==> src/rtl/fft_pkg.sv <==
// Shared types and helpers for the radix-2 DIT FFT address sequencer.
// Holds the state encoding, width derivations and the index arithmetic helpers.
package fft_pkg;

    typedef enum logic [1:0] {
        ST_IDLE = 2'd0,
        ST_LOAD = 2'd1,
        ST_RUN  = 2'd2,
        ST_GAP  = 2'd3
    } fft_state_e;

    function automatic int calc_log2n(input int n);
        return $clog2(n);
    endfunction

    // The stage counter needs at least one bit even for the smallest transform.
    function automatic int calc_stage_w(input int log2n);
        return (log2n > 1) ? $clog2(log2n) : 1;
    endfunction

    localparam int DEF_N       = 16;
    localparam int DEF_LOG2N   = calc_log2n(DEF_N);
    localparam int DEF_STAGE_W = calc_stage_w(DEF_LOG2N);

    function automatic logic [31:0] bit_reverse(input logic [31:0] value, input int width);
        logic [31:0] r;
        r = '0;
        for (int i = 0; i < 32; i++) begin
            if (i < width) begin
                r[i] = value[width-1-i];
            end
        end
        return r;
    endfunction

    // Opens a zero at bit position s of k: the top operand of butterfly k in stage s.
    function automatic logic [31:0] insert_zero(input logic [31:0] k, input int s);
        logic [31:0] lo_mask;
        lo_mask = (32'd1 << s) - 32'd1;
        return ((k >> s) << (s + 1)) | (k & lo_mask);
    endfunction

endpackage

==> src/rtl/fft_bfly_index.sv <==
// Combinational map from butterfly counter k and stage s to the operand pair
// and the twiddle ROM index for an in-place radix-2 DIT FFT.
module fft_bfly_index
    import fft_pkg::*;
#(
    parameter int LOG2N   = DEF_LOG2N,
    parameter int STAGE_W = DEF_STAGE_W
) (
    input  logic [LOG2N-2:0]   k_i,
    input  logic [STAGE_W-1:0] s_i,
    output logic [LOG2N-1:0]   addr_a_o,
    output logic [LOG2N-1:0]   addr_b_o,
    output logic [LOG2N-2:0]   tw_idx_o
);

    logic [31:0] a_full;
    logic [31:0] b_full;
    logic [31:0] lo_full;
    logic [31:0] tw_full;
    logic        unused_bits;

    always_comb begin
        a_full  = insert_zero(32'(k_i), int'(s_i));
        b_full  = a_full | (32'd1 << s_i);
        lo_full = 32'(k_i) & ((32'd1 << s_i) - 32'd1);
        // Twiddle step doubles resolution each stage: W_N^(lo * N/2^(s+1)).
        tw_full = lo_full << (LOG2N - 1 - int'(s_i));
    end

    assign addr_a_o = a_full[LOG2N-1:0];
    assign addr_b_o = b_full[LOG2N-1:0];
    assign tw_idx_o = tw_full[LOG2N-2:0];

    assign unused_bits = ^{a_full[31:LOG2N], b_full[31:LOG2N], lo_full, tw_full[31:LOG2N-1]};

endmodule

==> src/rtl/fft_addr_gen.sv <==
// Address sequencer for an in-place radix-2 DIT FFT: optional bit-reversed load
// stream, then per-stage butterfly operand pairs, with a drain gap between stages.
module fft_addr_gen
    import fft_pkg::*;
#(
    parameter int  N         = 16,
    parameter int  LOG2N     = $clog2(N),
    parameter int  STAGE_GAP = 2,
    localparam int STAGE_W   = calc_stage_w(LOG2N)
) (
    input  logic               clk,
    input  logic               reset,
    input  logic               start,
    input  logic               bitrev_en,
    input  logic               out_ready,
    output logic               out_valid,
    output logic               phase,
    output logic [LOG2N-1:0]   addr_a,
    output logic [LOG2N-1:0]   addr_b,
    output logic [LOG2N-2:0]   tw_idx,
    output logic [STAGE_W-1:0] stage,
    output logic               last,
    output logic               busy,
    output logic               done,
    output logic [1:0]         state_dbg
);

    // Handshake: an item transfers on a rising clk edge where out_valid and
    // out_ready are both high; while out_valid=1 and out_ready=0 every output
    // holds, and out_valid never drops before its item is accepted.

    localparam logic [1:0] IDLE = ST_IDLE;
    localparam logic [1:0] LOAD = ST_LOAD;
    localparam logic [1:0] RUN  = ST_RUN;
    localparam logic [1:0] GAP  = ST_GAP;

    localparam logic [LOG2N-1:0]   K_LOAD_LAST = LOG2N'(N - 1);
    localparam logic [LOG2N-1:0]   K_RUN_LAST  = LOG2N'(N / 2 - 1);
    localparam logic [STAGE_W-1:0] S_LAST      = STAGE_W'(LOG2N - 1);
    localparam logic [3:0]         GAP_LAST    = 4'(STAGE_GAP - 1);
    localparam bit                 HAS_GAP     = (STAGE_GAP != 0);

    logic [1:0]         state_q, state_d;
    logic [LOG2N-1:0]   k_q, k_d;
    logic [STAGE_W-1:0] s_q, s_d;
    logic [3:0]         gap_q, gap_d;

    logic               valid_q, valid_d;
    logic               phase_q, phase_d;
    logic [LOG2N-1:0]   addr_a_q, addr_a_d;
    logic [LOG2N-1:0]   addr_b_q, addr_b_d;
    logic [LOG2N-2:0]   tw_q, tw_d;
    logic [STAGE_W-1:0] stage_q, stage_d;
    logic               last_q, last_d;
    logic               busy_q, busy_d;
    logic               done_q, done_d;

    logic               xfer;
    logic [31:0]        rev_full;
    logic [LOG2N-1:0]   bf_a, bf_b;
    logic [LOG2N-2:0]   bf_tw;
    logic               unused_rev;

    assign xfer = valid_q & out_ready;

    always_comb begin
        state_d = state_q;
        k_d     = k_q;
        s_d     = s_q;
        gap_d   = gap_q;
        valid_d = valid_q;
        done_d  = 1'b0;
        case (state_q)
            IDLE: begin
                if (start) begin
                    state_d = bitrev_en ? LOAD : RUN;
                    k_d     = '0;
                    s_d     = '0;
                    valid_d = 1'b1;
                end
            end
            LOAD: begin
                if (xfer) begin
                    if (k_q == K_LOAD_LAST) begin
                        k_d = '0;
                        if (HAS_GAP) begin
                            state_d = GAP;
                            gap_d   = '0;
                            valid_d = 1'b0;
                        end else begin
                            state_d = RUN;
                        end
                    end else begin
                        k_d = k_q + LOG2N'(1);
                    end
                end
            end
            RUN: begin
                if (xfer) begin
                    if (k_q == K_RUN_LAST) begin
                        k_d = '0;
                        if (s_q == S_LAST) begin
                            state_d = IDLE;
                            s_d     = '0;
                            valid_d = 1'b0;
                            done_d  = 1'b1;
                        end else begin
                            s_d = s_q + STAGE_W'(1);
                            if (HAS_GAP) begin
                                state_d = GAP;
                                gap_d   = '0;
                                valid_d = 1'b0;
                            end
                        end
                    end else begin
                        k_d = k_q + LOG2N'(1);
                    end
                end
            end
            GAP: begin
                if (gap_q == GAP_LAST) begin
                    state_d = RUN;
                    gap_d   = '0;
                    valid_d = 1'b1;
                end else begin
                    gap_d = gap_q + 4'd1;
                end
            end
            default: begin
                state_d = IDLE;
                valid_d = 1'b0;
            end
        endcase
    end

    fft_bfly_index #(
        .LOG2N   (LOG2N),
        .STAGE_W (STAGE_W)
    ) u_bfly_index (
        .k_i      (k_d[LOG2N-2:0]),
        .s_i      (s_d),
        .addr_a_o (bf_a),
        .addr_b_o (bf_b),
        .tw_idx_o (bf_tw)
    );

    // Item fields are built from the next-state counters so they register alongside out_valid.
    always_comb begin
        rev_full = bit_reverse(32'(k_d), LOG2N);
        phase_d  = 1'b0;
        addr_a_d = '0;
        addr_b_d = '0;
        tw_d     = '0;
        stage_d  = '0;
        last_d   = 1'b0;
        busy_d   = (state_d != IDLE);
        if (valid_d) begin
            if (state_d == LOAD) begin
                addr_a_d = rev_full[LOG2N-1:0];
                last_d   = (k_d == K_LOAD_LAST);
            end else begin
                phase_d  = 1'b1;
                addr_a_d = bf_a;
                addr_b_d = bf_b;
                tw_d     = bf_tw;
                stage_d  = s_d;
                last_d   = (k_d == K_RUN_LAST);
            end
        end
    end

    assign unused_rev = ^rev_full[31:LOG2N];

    always_ff @(posedge clk) begin
        if (reset) begin
            state_q  <= IDLE;
            k_q      <= '0;
            s_q      <= '0;
            gap_q    <= '0;
            valid_q  <= 1'b0;
            phase_q  <= 1'b0;
            addr_a_q <= '0;
            addr_b_q <= '0;
            tw_q     <= '0;
            stage_q  <= '0;
            last_q   <= 1'b0;
            busy_q   <= 1'b0;
            done_q   <= 1'b0;
        end else begin
            state_q  <= state_d;
            k_q      <= k_d;
            s_q      <= s_d;
            gap_q    <= gap_d;
            valid_q  <= valid_d;
            phase_q  <= phase_d;
            addr_a_q <= addr_a_d;
            addr_b_q <= addr_b_d;
            tw_q     <= tw_d;
            stage_q  <= stage_d;
            last_q   <= last_d;
            busy_q   <= busy_d;
            done_q   <= done_d;
        end
    end

    assign out_valid = valid_q;
    assign phase     = phase_q;
    assign addr_a    = addr_a_q;
    assign addr_b    = addr_b_q;
    assign tw_idx    = tw_q;
    assign stage     = stage_q;
    assign last      = last_q;
    assign busy      = busy_q;
    assign done      = done_q;
    assign state_dbg = state_q;

endmodule

==> config.mk <==
export PLATFORM = sky130hd
export DESIGN_NAME = fft_addr_gen
export DESIGN_NICKNAME = d
export VERILOG_FILES = /design/src/rtl/fft_pkg.sv /design/src/rtl/fft_bfly_index.sv /design/src/rtl/fft_addr_gen.sv
export SDC_FILE = /design/constraint.sdc
export NUM_CORES = 1
export LEC_CHECK = 0
export CAP_MARGIN = 5
export CORE_ASPECT_RATIO = 0.6
export CORE_UTILIZATION = 54
export DETAILED_ROUTE_END_ITERATION = 10
export GPL_TIMING_DRIVEN = 0
export PLACE_DENSITY = 0.87
export RECOVER_POWER = 25
export SLEW_MARGIN = 20
export SYNTH_ARGS = -nofsm -noshare
export SYNTH_HDL_FRONTEND = slang
export SYNTH_HIERARCHICAL = 1
export SYNTH_SLANG_ARGS = --single-unit
==> constraint.sdc <==
create_clock -name clk -period 4.1 [get_ports clk]
set_input_delay 0.82 -clock clk [delete_from_list [all_inputs] [get_ports clk]]
set_output_delay 0.82 -clock clk [all_outputs]
set_load 0.01 [all_outputs]
==> results of run 1 <==
==> kinds of logic (layout without fill, tap and decap cells) <==
| logic type | Yosys count | in the layout | synth area share |
|---|---|---|---|
| AOI/OAI and AO/OA | 62 | 62 | 0.248 |
| xor gates and xnor gates | 4 | 4 | 0.0194 |
| adders and majority gates | 13 | 13 | 0.0903 |
| buffers and inverters | 25 | 57 | 0.0618 |
| DFF | 30 | 30 | 0.333 |
| muxes | 1 | 1 | 0.00625 |
| and+or+nand+nor | 77 | 77 | 0.241 |
==> cell type report <==
cell class	instances	area, um^2
plain buffers	8	47.5
clock buffers	5	68.8
clock inverters	3	40.0
fillers	238	818
inverters	17	63.8
multi-input cells	157	1090
flip-flops and latches	30	601
well taps	42	52.6
repair buffers	24	240
==> registers in the layout, summed over array words and instances, names as in the netlist <==
register / flops
out_valid: 1
done: 1
k_q: 4
tw_idx: 3
stage: 2
phase: 1
s_q: 2
state_dbg: 2
addr_a: 4
gap_q: 4
busy: 1
addr_b: 4
last: 1
==> synth_stat cells, types with 3 or more instances <==
master	number	area share
a211oi_1	3	0.012
a21oi_1	16	0.044
and2_1	9	0.031
clkbuf_1	3	0.0062
dfxtp_1	30	0.33
ha_1	13	0.090
inv_1	17	0.035
nand2_1	18	0.037
nand3_1	4	0.011
nand4_1	3	0.010
nor2_1	15	0.031
nor2b_1	6	0.021
o211ai_1	3	0.012
o21ai_0	12	0.033
o31ai_1	5	0.021
==> stage by stage <==
stage | cell area, um^2 | cells | setup TNS [ns] | worst slack (ns)
2_1_floorplan | 1800 | 212 | 0 | 0.980
3_3_place_gp | 2090 | 278 | 0 | 0.0165
3_5_place_dp | 2090 | 278 | -0.0557 | -0.0299
4_1_cts | 2200 | 286 | 0 | 0.240
5_1_grt | 2200 | 286 | 0 | 0.0329
6_report | 2200 | 286 | 0 | 0.212
==> worst max-delay path by stage <==
stage          depth (start not counted)      start  slack (ns)              endpoint
4_1_cts                               15  out_ready        0.24  addr_a[3]$_SDFF_PP0_
5_1_grt                               15  out_ready        0.03  addr_a[3]$_SDFF_PP0_
3_3_place_gp                          15  out_ready        0.02  addr_a[3]$_SDFF_PP0_
2_1_floorplan                         13  out_ready        0.98  addr_a[2]$_SDFF_PP0_
6_report                              15  out_ready        0.21  addr_a[3]$_SDFF_PP0_
3_5_place_dp                          15  out_ready       -0.03  addr_a[3]$_SDFF_PP0_
==> power by group <==
group          leakage, uW  internal, uW  total [uW]  switching, uW
combinational     0.000606           186         474            288
sequential        0.000243           325         346           21.8
clock            0.0000579           179         292            113
total             0.000907           689        1110            423
==> metal layers <==
metal | global-route usage | vias up | wire length (um) | share of wire
met5 | 0 | - | 0 | 0
met4 | 0.0769 | 0 | 23 | 0.0054
met3 | 0.0660 | 4 | 479 | 0.11
met2 | 0.366 | 88 | 1620 | 0.38
met1 | 0.378 | 733 | 2130 | 0.50
li1 | - | 832 | - | -
==> worst max-delay path, delay by kind of cell <==
| family | cells | cell delay, ns |
|---|---|---|
| mux | 1 | 0.35 |
| simple gates | 3 | 0.56 |
| buf+inv | 5 | 1.23 |
| fa+ha+maj | 1 | 0.23 |
| compound gates | 5 | 0.81 |
==> impl_metrics.yaml, run 1 <==
run_status:
  outcome: "finished clean"
floorplanning:
  die_outline_area_mm2: 0.00358
  std_cell_rows: 15
  chipHeight_um: 46.7
  start_util: 0.596
  die_w_um: 76.6
  design.portCount: 25
  core_area_mm2: 0.00302
critical_path:
  worst_setup_path_end_kind: "register"
  r2r_setup_slk_ns: 0.67
  critical_path_slowest_stage_cell: "clkdlybuf4s50_1"
  arrival_ns: 4.03
  worstPathCellList: "clkdlybuf4s50_1 -> nand3_2 -> nor2_1 -> mux2_2 -> a22oi_1 -> inv_1 -> buf_4 -> inv_1 -> ha_1 -> buf_4 -> and4b_1 -> a31oi_1 -> a21oi_1 -> o21ai_0 -> a21oi_1"
  start_kind: "input port"
  critical_path_peak_fanout: 10
  reg2reg_path_depth: 15
  reg2reg_to: "addr_a[3]$_SDFF_PP0_"
  crit_required_ns: 4.24
  critical_path_class: "in -> reg"
  timing.critical_path.slowest_cell_delay_ns: 0.60
  worstReg2RegStart: "k_q[0]$_SDFF_PP0_"
cts:
  root_buffer: "clkbuf_8"
  cts.path.max_buffers: 2
  hold_buffers: 0
  clk-insertion-delay-late_ns: 0.29
  post_cts_gate_resize_count: 0
  htreeDepth: 2
  cts_post_setup_buffers_inserted: 0
  cts.clk_slew.worst_paths_ns: 0.07
  cts_tree: "yes"
  cts_inserted_buffers: 5
  cts.sinks: 30
detailed_routing:
  avgRoutedWirePerCell_um: 14.9
  drtIter0Drc: 172
  via_count: 1657
  viasPerCell: 5.79
  drt_drc_violations_left: 0
  dr.pass1.iters: 4
  routed_wirelength_um: 4250
  ant_nets: 0
cells_and_area:
  layout-drive-gt1-share: 0.115
  layout.cells.most_common: "dfxtp_1"
  final_net_count: 261
  postLayoutCoreUtil: 0.729
  final_cell_mix: "30 x dfxtp_1, 18 x nand2_1, 17 x inv_1"
  area_growth_pct: 22.3
  insertedDiodeCount: 0
grt:
  grt_pass1_vias: 1362
  grt_start_max_net_pins: 11
  initial_antenna_violation_count: 0
  grt_overflow_total: 0
  grt_pass1_wl_um: 6760
  overall_routing_resource_usage: 0.256
sta:
  fin_hold_ws_ns: 0.496
  timing.max_slew.rel_slack: 0.572
  rsz0062_at_grt: "no"
  ratio_of_final_minimum_period_to_clock_period: 0.948
  number_of_setup_violations_in_the_final_report: 0
  finalCriticalPeriod_ns: 3.89
  fmax_ghz: 0.257
  slew_viol_final: 0
  clock-skew-final_ns: 0.00933
  hold_violations: 0
  max_slew.worst_pin.slew_ns: 0.635
power:
  finalPower_uw: 1110
  power.static_leakage_uw: 0.000907
  power.density_cell_area_mw_per_mm2: 505
  power.ir.vdd_worst_v: 0.000347
worst_hold_path:
  hold_path.class: "reg -> reg"
  min_path_cells: 2
  timing.hold.worst_endpoint: "gap_q[3]$_SDFFE_PP0P_"
  hold_path_startpoint: "gap_q[3]$_SDFFE_PP0P_"
synthesis:
  post_synth_num_cell_types: 61
  synth_seq_cells: 30
  synth_area_mm2: 0.00180
  post_synth.cell_area_avg_um2: 8.50
  yosys_warnings: 6
  synth_async_sr_flop_share: 0
  yosysSeqAreaShare: 0.333
  post_syn_instances: 212
  synth_enable_flop_cells: 0
  synth.net_count: 230
  yosys_most_used_dff: "dfxtp_1"
place:
  io_buffers: 24
  routabilityCongestion: 0.996
  dpl.hpwl_um: 3140
job:
  cap_violations: 0
Note: power is estimated with default switching activity, not from simulation.
==> run 2, diff against run 1 <==
--- a/config.mk
+++ b/config.mk
@@ -10,7 +10,7 @@
 export CORE_UTILIZATION = 54
 export DETAILED_ROUTE_END_ITERATION = 10
 export GPL_TIMING_DRIVEN = 0
-export PLACE_DENSITY = 0.87
+export PLACE_DENSITY_LB_ADDON = 0.08
 export RECOVER_POWER = 25
 export SLEW_MARGIN = 20
 export SYNTH_ARGS = -nofsm -noshare
==> impl_metrics.yaml, run 2 (synthesized netlist as in run 1, its figures left out) <==
run_status:
  outcome: "finished clean"
grt:
  grt_start_max_net_pins: 11
  grt_pass1_wl_um: 6600
  grt_pass1_vias: 1416
  overall_routing_resource_usage: 0.250
  initial_antenna_violation_count: 0
  grt_overflow_total: 0
detailed_routing:
  dr.pass1.iters: 4
  drtIter0Drc: 125
  routed_wirelength_um: 4350
  via_count: 1660
  viasPerCell: 5.80
  drt_drc_violations_left: 0
  ant_nets: 0
  avgRoutedWirePerCell_um: 15.2
place:
  placed_cell_area_mm2: 0.00209
  dpl.hpwl_um: 3250
  io_buffers: 24
  placement.setup.worst_slack_ns: -0.116
  routabilityCongestion: 0.927
  place_inst: 278
critical_path:
  reg2reg_to: "addr_a[2]$_SDFF_PP0_"
  r2r_setup_slk_ns: 0.63
  arrival_ns: 4.10
  worstPathCellList: "clkdlybuf4s50_1 -> nand3_4 -> nor2_1 -> mux2_2 -> a22oi_1 -> inv_1 -> buf_4 -> inv_1 -> ha_1 -> buf_4 -> xor2_1 -> o41ai_2 -> a21oi_1 -> a311oi_1"
  critical_path_peak_fanout: 10
  reg2reg_path_depth: 14
  start_kind: "input port"
  crit_required_ns: 4.28
  worst_setup_path_end_kind: "register"
  critical_path_class: "in -> reg"
  timing.critical_path.slowest_cell_delay_ns: 0.61
  worstReg2RegStart: "k_q[0]$_SDFF_PP0_"
  critical_path_slowest_stage_cell: "clkdlybuf4s50_1"
floorplanning:
  chipHeight_um: 46.7
  std_cell_rows: 15
  core_area_mm2: 0.00302
  die_outline_area_mm2: 0.00358
  design.portCount: 25
  die_w_um: 76.6
  start_util: 0.596
cts:
  cts_inserted_buffers: 5
  hold_buffers: 0
  cts.sinks: 30
  cts.clk_slew.worst_paths_ns: 0.07
  cts.path.max_buffers: 2
  clk-insertion-delay-late_ns: 0.29
  cts_tree: "yes"
  htreeDepth: 2
  root_buffer: "clkbuf_8"
sta:
  ratio_of_final_minimum_period_to_clock_period: 0.956
  fin_tns_setup_ns: 0
  hold_violations: 0
  fin_ws_ns: 0.179
  finalCriticalPeriod_ns: 3.92
  number_of_setup_violations_in_the_final_report: 0
  max_slew.worst_pin.slew_ns: 0.578
  clock-skew-final_ns: 0.00849
  rsz0062_at_grt: "no"
  fmax_ghz: 0.255
  slew_viol_final: 0
  timing.max_slew.rel_slack: 0.611
cells_and_area:
  final_cell_mix: "30 x dfxtp_1, 18 x nand2_1, 17 x inv_1"
  design_area_mm2: 0.00219
  layout-drive-gt1-share: 0.111
  final_net_count: 261
  layout.cells.most_common: "dfxtp_1"
  area_growth_pct: 21.7
  fillerInstances: 232
  insertedDiodeCount: 0
  layout.cells.non_filler: 286
power:
  finalPower_uw: 1060
  power.static_leakage_uw: 0.000898
  power.density_cell_area_mw_per_mm2: 484
  power.ir.vdd_worst_v: 0.000357
job:
  cap_violations: 0
worst_hold_path:
  hold_path.class: "reg -> reg"
  timing.hold.worst_endpoint: "gap_q[3]$_SDFFE_PP0P_"
  hold_path_startpoint: "gap_q[3]$_SDFFE_PP0P_"
  min_path_cells: 2
## run 2: cell types whose count changed in the layout (fill, tap and decap cells not counted), sizes merged
cell	before	now
bufinv	1	0
clkinv	2	1
clkbuf	8	10
## run 2: through the flow
| step | util | hold slack [ns] |
|---|---|---|
| floorplan | - | 0.447 |
| global placement | 0.693 | 0.466 |
| detailed placement | 0.693 | 0.484 |
| CTS | 0.723 | 0.495 |
| global route | 0.726 | 0.527 |
| finish | 0.726 | 0.499 |
## run 2: power by group
group	switching [uW]	total [uW]	internal, uW
Combinational	284	472	187
Sequential	23.7	349	325
Clock	107	242	135
Total	415	1060	647
## run 2: area by class of cell
class | count | area [um^2] | area share
inverter | 17 | 63.8 | 0.0291
buffer | 8 | 47.5 | 0.0217
timing repair buffer | 24 | 240 | 0.110
clock buffer | 7 | 86.3 | 0.0394
multi-input combinational | 157 | 1100 | 0.500
tap | 42 | 52.6 | 0.0240
sequential | 30 | 601 | 0.274
clock inverter | 1 | 5.00 | 0.00228
## run 2: layer usage
layer | global-route usage | part of all wire | vias up
li1 | - | - | 824
met5 | 0 | 0 | -
met2 | 0.395 | 0.42 | 68
met4 | 0.0769 | 0.0094 | 0
met3 | 0.0854 | 0.078 | 8
met1 | 0.332 | 0.49 | 760
## run 2: worst max-delay path by stage
stage,depth (start not counted),end,start
floorplan,13,addr_a[2]$_SDFF_PP0_,out_ready
global placement,14,addr_a[2]$_SDFF_PP0_,out_ready
finish,14,addr_a[2]$_SDFF_PP0_,out_ready
CTS,14,addr_a[2]$_SDFF_PP0_,out_ready
detailed placement,14,addr_a[2]$_SDFF_PP0_,out_ready
global route,14,addr_a[2]$_SDFF_PP0_,out_ready
## run 2: worst max-delay path, delay by kind of cell
| kind | cells | cell delay [ns] |
|---|---|---|
| AO/OA/AOI/OAI | 4 | 0.97 |
| XOR/XNOR | 1 | 0.15 |
| adder cells (fa/ha/maj) | 1 | 0.25 |
| buffers and inverters | 5 | 1.23 |
| multiplexers | 1 | 0.35 |
| AND/OR/NAND/NOR | 2 | 0.32 |
## run 2: what timing repair did
item | in CTS | in global routing
resized for setup | 0 | 1
endpoints found under the setup margin | 0 | 2
setup buffers | 0 | 0
==> run 3, diff against run 2 <==
--- a/config.mk
+++ b/config.mk
@@ -10,7 +10,7 @@
 export CORE_UTILIZATION = 54
 export DETAILED_ROUTE_END_ITERATION = 10
 export GPL_TIMING_DRIVEN = 0
-export PLACE_DENSITY_LB_ADDON = 0.08
+export PLACE_DENSITY = 0.91
 export RECOVER_POWER = 25
 export SLEW_MARGIN = 20
 export SYNTH_ARGS = -nofsm -noshare
==> impl_metrics.yaml, run 3 (synthesized netlist as in run 1, its figures left out) <==
critical_path:
  arrival_ns: 3.83
  critical_path_class: "in -> reg"
  crit_required_ns: 4.30
  critical_path_peak_fanout: 10
  reg2reg_path_depth: 15
  worst_setup_path_end_kind: "register"
  start_kind: "input port"
grt:
  overall_routing_resource_usage: 0.272
  grt_pass1_vias: 1504
  initial_antenna_violation_count: 0
  grt_start_max_net_pins: 11
  grt_pass1_wl_um: 7190
  grt_overflow_total: 0
sta:
  finalCriticalPeriod_ns: 3.63
  slew_viol_final: 0
  timing.max_slew.rel_slack: 0.562
  max_slew.worst_pin.slew_ns: 0.650
  number_of_setup_violations_in_the_final_report: 0
  ratio_of_final_minimum_period_to_clock_period: 0.885
  fmax_ghz: 0.275
  clock-skew-final_ns: 0.00960
  fin_hold_ws_ns: 0.491
  rsz0062_at_grt: "no"
  hold_violations: 0
  fin_tns_setup_ns: 0
worst_hold_path:
  hold_path.class: "reg -> reg"
  min_path_cells: 2
place:
  io_buffers: 24
  routabilityCongestion: 0.983
  dpl.hpwl_um: 3370
power:
  seq_power_share: 0.329
  finalPower_uw: 1050
  switching_power_uw: 425
  power.ir.vdd_worst_v: 0.000349
  power.density_cell_area_mw_per_mm2: 484
  clock_power_share: 0.214
  netSwitchingFraction: 0.403
  power.internal_uw: 630
  share_comb_of_total_power: 0.457
  power.static_leakage_uw: 0.000894
cts:
  clk-insertion-delay-late_ns: 0.28
  cts_inserted_buffers: 5
  cts.sinks: 30
  hold_buffers: 0
  cts_tree: "yes"
  cts.clk_slew.worst_paths_ns: 0.07
  root_buffer: "clkbuf_8"
  cts.path.max_buffers: 2
  htreeDepth: 2
floorplanning:
  chipHeight_um: 46.7
  die_outline_area_mm2: 0.00358
  start_util: 0.596
  design.portCount: 25
  std_cell_rows: 15
  die_w_um: 76.6
  core_area_mm2: 0.00302
detailed_routing:
  dr.pass1.iters: 5
  via_count: 1742
  viasPerCell: 6.11
  drtIter0Drc: 169
  avgRoutedWirePerCell_um: 16.2
  ant_nets: 0
  drt_drc_violations_left: 0
  routed_wirelength_um: 4610
cells_and_area:
  insertedDiodeCount: 0
  fillerInstances: 227
  layout-drive-gt1-share: 0.103
  postLayoutCoreUtil: 0.722
  multi_input_area_mm2: 0.00110
  final_cell_mix: "30 x dfxtp_1, 18 x nand2_1, 17 x inv_1"
  area_growth_pct: 21.0
  layout.cells.most_common: "dfxtp_1"
  final_net_count: 261
  seq_area_um2: 601
job:
  cap_violations: 0
run_status:
  outcome: "finished clean"
-- run 3: power groups by stage --
stage | Clock (uW) | Combinational [uW] | Sequential, uW
floorplan | 0 | 298 | 366
detailed placement | 0 | 464 | 354
global route | 240 | 509 | 351
finish | 226 | 482 | 347
global placement | 0 | 450 | 352
CTS | 226 | 466 | 348
-- run 3: layer usage --
metal / global-route usage / part of all wire / wire length [um] / up-vias
met2: 0.409 / 0.41 / 1870 / 97
met5: 0 / 0 / 0 / -
met3: 0.0874 / 0.11 / 496 / 11
li1: - / - / - / 827
met1: 0.366 / 0.47 / 2170 / 807
met4: 0.127 / 0.016 / 74 / 0
-- run 3: stage by stage --
stage	instances	cell area (um^2)	setup slack, ns
6_report	285	2180	0.470
5_1_grt	285	2180	0.312
4_1_cts	285	2170	0.105
3_5_place_dp	278	2090	-0.0967
3_3_place_gp	278	2090	0.0225
2_1_floorplan	212	1800	0.980
-- run 3: layout make-up --
class,instances,area share
buffer,8,0.0218
multi-input combinational,157,0.503
tap,42,0.0241
clock buffer,7,0.0350
inverter,17,0.0293
sequential,30,0.275
timing repair buffer,24,0.111
-- run 3: critical path: stages --
cell and delay, ns:
dlymetal6s2s_1 0.26, nand3_4 0.20, nor2_1 0.15, mux2_2 0.35, a22oi_1 0.32, inv_1 0.17
buf_4 0.21, inv_1 0.12, ha_1 0.26, buf_4 0.17, xnor2_1 0.16, a31oi_1 0.14
a21oi_1 0.19, o21ai_0 0.12, a21oi_1 0.19
-- run 3: worst paths after layout --
check	endpoint	startpoint	slack (ns)
worst max register to register	addr_a[3]$_SDFF_PP0_	k_q[0]$_SDFF_PP0_	0.56
worst min register to register	gap_q[3]$_SDFFE_PP0P_	gap_q[3]$_SDFFE_PP0P_	0.49
worst min-delay path	gap_q[3]$_SDFFE_PP0P_	gap_q[3]$_SDFFE_PP0P_	0.49
worst max-delay path	addr_a[3]$_SDFF_PP0_	out_ready	0.47
-- run 3: repair_timing --
item | CTS | global route
setup endpoints to repair | 0 | 4
buffers inserted | 0 | 0
gates resized for setup | 0 | 2
